[config.mk]
export PLATFORM = sky130hd
export DESIGN_NAME = sync_fifo_lvl
export DESIGN_NICKNAME = d
export VERILOG_FILES = /design/src/rtl/sync_fifo_lvl.sv
export SDC_FILE = /design/constraint.sdc
export NUM_CORES = 1
export LEC_CHECK = 0
export BUFFER_PORTS_ARGS = -buffer_cell sky130_fd_sc_hd__buf_2
export CAP_MARGIN = 20
export CELL_PAD_IN_SITES_DETAIL_PLACEMENT = 0
export CELL_PAD_IN_SITES_GLOBAL_PLACEMENT = 1
export CORE_MARGIN = 2
export CORE_UTILIZATION = 45
export CTS_CLUSTER_DIAMETER = 40
export CTS_CLUSTER_SIZE = 30
export DETAILED_ROUTE_END_ITERATION = 8
export HOLD_SLACK_MARGIN = 0.06
export PLACE_DENSITY_LB_ADDON = 0.12
export SLEW_MARGIN = 25
export SYNTH_ARGS = -nofsm -noshare
export SYNTH_HDL_FRONTEND = slang
export SYNTH_SLANG_ARGS = --single-unit
[constraint.sdc]
create_clock -name i_clk -period 1.95 [get_ports i_clk]
set_clock_uncertainty 0.15 [all_clocks]
set_input_delay 0.39 -clock i_clk [delete_from_list [all_inputs] [get_ports i_clk]]
set_output_delay 0.39 -clock i_clk [all_outputs]
set_load 0.1 [all_outputs]
[src/rtl/sync_fifo_lvl.sv]
// rtl/sync_fifo_lvl.sv - single-clock FWFT FIFO with fill level, thresholds, flush and sticky errors
module sync_fifo_lvl #(
    parameter int DSIZE      = 8,
    parameter int ASIZE      = 4,
    parameter int AF_LEVEL   = (1 << ASIZE) - 1,
    parameter int AE_LEVEL   = 1,
    parameter bit OPT_WRFULL = 1'b0
) (
    input  logic             i_clk,
    input  logic             i_rst_n,
    input  logic             i_flush,
    input  logic             i_clr_err,
    input  logic             i_wr,
    input  logic [DSIZE-1:0] i_wdata,
    output logic             o_wfull,
    output logic             o_walmost_full,
    input  logic             i_rd,
    output logic [DSIZE-1:0] o_rdata,
    output logic             o_rempty,
    output logic             o_ralmost_empty,
    output logic [ASIZE:0]   o_fill,
    output logic             o_overflow,
    output logic             o_underflow
);

    localparam int             DEPTH   = 1 << ASIZE;
    localparam logic [ASIZE:0] DEPTH_L = (ASIZE+1)'(1) << ASIZE;
    localparam logic [ASIZE:0] AF_L    = (ASIZE+1)'(AF_LEVEL);
    localparam logic [ASIZE:0] AE_L    = (ASIZE+1)'(AE_LEVEL);

    logic [DSIZE-1:0] mem [DEPTH];
    logic [ASIZE-1:0] wptr, rptr;
    logic [ASIZE:0]   fill_nxt;
    logic             rd_ok, wr_ok, wr_en, rd_en;
    logic             ovf_evt, unf_evt;

    assign rd_ok = i_rd & ~o_rempty;
    assign wr_ok = i_wr & (~o_wfull | (OPT_WRFULL & rd_ok));

    // Flush suppresses every side effect of a same-cycle read or write.
    assign wr_en   = wr_ok & ~i_flush;
    assign rd_en   = rd_ok & ~i_flush;
    assign ovf_evt = i_wr & ~wr_ok & ~i_flush;
    assign unf_evt = i_rd & o_rempty & ~i_flush;

    assign o_rdata = mem[rptr];

    always_comb begin
        fill_nxt = o_fill;
        if (i_flush)
            fill_nxt = '0;
        else if (wr_en && !rd_en)
            fill_nxt = o_fill + 1'b1;
        else if (!wr_en && rd_en)
            fill_nxt = o_fill - 1'b1;
    end

    always_ff @(posedge i_clk) begin
        if (wr_en)
            mem[wptr] <= i_wdata;
    end

    always_ff @(posedge i_clk or negedge i_rst_n) begin
        if (!i_rst_n) begin
            wptr            <= '0;
            rptr            <= '0;
            o_fill          <= '0;
            o_wfull         <= 1'b0;
            o_walmost_full  <= 1'b0;
            o_rempty        <= 1'b1;
            o_ralmost_empty <= 1'b1;
            o_overflow      <= 1'b0;
            o_underflow     <= 1'b0;
        end else begin
            if (i_flush) begin
                wptr <= '0;
                rptr <= '0;
            end else begin
                if (wr_en)
                    wptr <= wptr + 1'b1;
                if (rd_en)
                    rptr <= rptr + 1'b1;
            end
            // Status flags are registered from the post-edge fill so they carry no lag.
            o_fill          <= fill_nxt;
            o_wfull         <= (fill_nxt == DEPTH_L);
            o_walmost_full  <= (fill_nxt >= AF_L);
            o_rempty        <= (fill_nxt == '0);
            o_ralmost_empty <= (fill_nxt <= AE_L);
            if (ovf_evt)
                o_overflow <= 1'b1;
            else if (i_clr_err)
                o_overflow <= 1'b0;
            if (unf_evt)
                o_underflow <= 1'b1;
            else if (i_clr_err)
                o_underflow <= 1'b0;
        end
    end

endmodule

; ---- Word level (Yosys, flattened, before mapping)
; Memory sizes are Yosys's and may differ from the RTL's.
; Cells that the tools add are included.
[totals]
reg_bits = 19
ram_bits = 128
in_bits = 14
out_inout_bits = 19
elab_cells = 50
mem_count = 1
[op_classes]
addsub = 4
magnitude_cmp = 2
n_eq_ne = 1
muxes = 12
bitwise_logic = 12
n_reduce_logical = 9
[memory_table]
columns = name, words, width, read_ports, rd_ports_with_merged_regs, write_ports, line_no
row1 = mem, 16, 8, 1, 0, 1, 31  ; logic [DSIZE-1:0] mem [DEPTH];
[ops]
columns = cell, count
row1 = 4-bit 2-to-1 mux, 4
row2 = 5-bit 2-to-1 mux, 3
row3 = 4-bit by 1-bit adder with 4-bit output (second input constant), 2
row4 = 1-bit AND, 8
row5 = 2-bit nonzero test, 4
row6 = 5-bit by 1-bit adder with 5-bit output (second input constant), 1
row7 = 5-bit equality test (second input constant), 1
row8 = 5-bit by 4-bit greater-or-equal comparator with 1-bit output (second input constant), 1
row9 = 5-bit by 1-bit <= comparator with 1-bit output (second input constant), 1
row10 = 5-bit zero test, 1
row11 = 1-bit 2-to-1 mux, 5
row12 = 5-bit by 1-bit subtractor with 5-bit output (second input constant), 1
row13 = 1-bit NOT, 4
row14 = 1-bit logical AND, 2
row15 = 1-bit zero test, 2

; ---- Depth between registers and ports, before layout
[depth]
word_depth = 9
ltp_mapped = 6
mapped_depth_nobuf = 6

; ---- Least setup slack after synthesis
; No wires, ideal clock.
[synth_timing]
path_type = reg-to-output
from = reg rptr[1]
to = out o_rdata[2]
arrival_time_ns = 1.922
setup_slack_ns = -0.512
stages_incl_launch_ff = 5
cell_sequence = dfrtp_1 clkbuf_1 clkbuf_1 mux4_2 mux4_2
[synth_between]
elab_chain_len = 1
[synth_lines]
columns = item, line_no
row1 = from (decl), 32  ; logic [ASIZE-1:0] wptr, rptr;
row2 = from (signal assigned), 82  ; rptr <= rptr + 1'b1;
row3 = memory 16 x 8 bit, n/a
row4 = to (decl), 18  ; output logic [DSIZE-1:0] o_rdata,
; Every way passes these cells.

; ---- Worst setup path in the final report
[layout_timing]
from = reg rptr[0]
to = out o_rdata[2]
; The elaborated chain is that of the path after synthesis.

==> impl_metrics.ini <==
[detailed_routing]
ant_nets = 0
drt_iter0_markers = 267
post_drt_wl_per_cell_um = 21.41
routed_wl_um = 12480
num_vias = 3130
dr.pass1.iters = 5
viasPerCell = 5.369
drc = 0

[worst_setup_path]
ff2ff_path_depth = 5
worstPathCellList = buf_12, mux4_1, mux4_2, buf_6
critPathMaxStageDelay_ps = 570
worstPathRequired_ps = 1410
worstSetupStartpointType = flop
endpoint_kind = output port
cp_slowest_cell = mux4_1
arrival_ps = 2310
cp_max_fo = 6
path_class = reg2out

[die]
fp.dieW_um = 120.3
die_y_um = 120.3
row_count = 42
initial_utilization_pct = 45.96
ios = 33
die-area_mm2 = 0.01447
core_mm2 = 0.01324

[pwr]
sw_frac_of_total_pct = 29.54
power.switching_mw = 2.629
ir_drop_v = 0.0006574
p_int_mw = 6.268
power_density_mw_per_mm2 = 1167
power_leakage_nw = 2.651
clock_power_share_pct = 31.9
p_comb_share_pct = 27.2
pwr-share-seq_pct = 40.9

[clock_network]
worstSkewPairLatency_ps = 410
cts_buffers = 17
clockRootBuffer = clkbuf_16
clock_path_buffers = 2
clkTransAtPathRegs_ps = 60
cts_sinks = 147
cts_tree = built
ctsHtreeMaxLevel = 4

[job]
max-cap-violations = 0

[timing]
rsz0062_at_grt = true
drv_slew = 0
layout_setup_ws_ps = -901.7
fin_crit_ps = 2852
holdWs_ps = 127.1
clock.fmax_mhz = 350.7
hold_viol = 0
worstMarginPinSlew_ps = 489.7
final-setup-viol-count = 8
fin_crit_sh_pct = 146.2
relSlewSlack_pct = 67.58

[logic_synthesis]
seq_area_frac_synth_pct = 71.01
synth_cell_types = 38
synth_top_area_cell = edfxtp_1
synth_edf_count = 128
synth-seq-cells = 147
ys.flop_type = edfxtp_1
synthCells = 304
avgSynthCellArea_um2 = 20.02
yosysWarnings = 0
synthArstFlopShare_pct = 12.93
synth_top_area_share_pct = 63.16
synth.cell_area_mm2 = 0.006086
synth.net_count = 325
ys_top_cells_by_area = edfxtp_1, mux4_1, dfrtp_1

[global_routing]
grt_pass1_vias = 3265
grt_overflow = 0
grt_max_degree = 21
antenna_found_initial = 0
grt_usage_pct = 18.89
grt_pass1_wl_um = 19370

[hold_path]
hold_depth = 2
hp-class = in2reg

[placed_design]
gp_congestion = 0.7742
place_inst = 545
hpwl_um = 8103
io_buffers = 32

[layout]
final-instance-count-excl-fill = 583
finalNetCount = 416
drive_above_1_share_pct = 46.93
syn2layout_area_growth_pct = 25.27
antenna_cells = 0

[status]
failed_checks = negative setup slack
status = complete, but fails checks
[critical path, delay by kind of cell, from the launching register on]
kind / cells / cell delay, ps
multiplexers: 2 / 1060
flip-flops: 1 / 480
buffers and inverters: 2 / 360
[metrics by stage]
stage	cell area, um2	setup TNS [ps]	util [%]	setup WS (ps)	power, mW
floorplan	6087	-4463	-	-463.5	5.334
global placement	6893	-5282	52.05	-575.7	5.855
detailed placement	6893	-5218	52.05	-626.5	5.862
CTS	7622	-7492	57.56	-972.8	8.985
global route	7624	-7762	57.57	-981.7	9.253
finish	7624	-7063	57.57	-901.7	8.897
[placed cells by master (no fill, tap or decap), drive strengths merged, types with 2 or more instances in the layout]
master and count:
a21oi 4, nand2 10, dfstp 2, mux4 40, edfxtp 128, xor2 4
clkbuf 25, nor4 2, nor3 6, inv 8, clkinv 6, nand2b 2
a211oi 2, xnor2 5, mux2 2, nand3 6, a32o 2, and2 12
ha 7, nor2 15, dfrtp 17, nand4 2, nor2b 3, buf 84
[cell type report]
type,instances,area (um2)
Sequential cell,147,4339
Tap cell,176,220.2
Multi-Input combinational cell,134,1695
Fill cell,1043,5619
Timing Repair Buffer,87,828.3
Clock inverter,8,62.56
Inverter,8,30.03
Clock buffer,23,447.9
[state kept, by name, indices dropped and copies added, names as in the netlist]
signal	flops
o_fill	5
o_ralmost_empty	1
rptr	4
o_walmost_full	1
o_underflow	1
mem	128
o_rempty	1
o_wfull	1
o_overflow	1
wptr	4
[final timing paths]
| check | startpoint | end | slack [ps] |
|---|---|---|---|
| setup / recovery | rptr[0]$_DFFE_PN0P_ | o_rdata[2] | -900 |
| hold / removal | i_wr | o_overflow$_DFFE_PN0P_ | 130 |
| setup reg to reg | o_wfull$_DFF_PN0_ | mem[10][6]$_DFFE_PP_ | 10 |
| hold reg to reg | o_underflow$_DFFE_PN0P_ | o_underflow$_DFFE_PN0P_ | 340 |
| max in group asynchronous | i_rst_n | o_wfull$_DFF_PN0_ | 1010 |
| min in group asynchronous | i_rst_n | o_underflow$_DFFE_PN0P_ | 300 |
[logic make-up after synthesis]
logic type | share of synthesized area (%)
DFF | 71.01
and+or+nand+nor | 5.140
muxes | 17.15
buffers and inverters | 2.076
AOI/OAI and AO/OA | 1.891
xor gates and xnor gates | 1.295
adders and majority gates | 1.439
[power groups by stage]
| stage | registers, mW | clock network [mW] | logic, mW |
|---|---|---|---|
| 2_1_floorplan | 4.11 | 0 | 1.22 |
| 3_3_place_gp | 3.69 | 0 | 2.16 |
| 3_5_place_dp | 3.70 | 0 | 2.17 |
| 4_1_cts | 3.63 | 2.89 | 2.46 |
| 5_1_grt | 3.65 | 3.05 | 2.56 |
| 6_report | 3.64 | 2.84 | 2.42 |
[synthesized netlist by cell type (3+ instances only)]
master,n
nor3_1,6
clkbuf_1,8
and2_1,12
nand3_1,6
nor2b_1,3
mux4_2,10
nor2_1,15
xor2_1,4
dfrtp_1,17
a21oi_1,4
ha_1,7
nand2_1,10
xnor2_1,5
buf_6,3
edfxtp_1,128
inv_1,8
mux4_1,30
[what timing repair did]
item | 4_1_cts | 5_1_grt
buffers inserted | 6 | 2
gates cloned | 2 | 0
endpoints found under the setup margin | 41 | 57
pin swaps | 2 | 8
gates resized for setup | 33 | 21
hold endpoints to repair | 17 | 0
hold buffers | 1 | 0
[layer usage]
layer / vias up / routed length, um / track usage (%) / share of wire (%)
li1: 1396 / - / - / -
met2: 79 / 6221 / 29.47 / 50
met1: 1643 / 5450 / 25.56 / 44
met4: 0 / 123 / 6.541 / 0.99
met3: 12 / 686 / 5.660 / 5.5
met5: - / 0 / 0 / 0
Note: power is estimated with default switching activity, not from simulation.
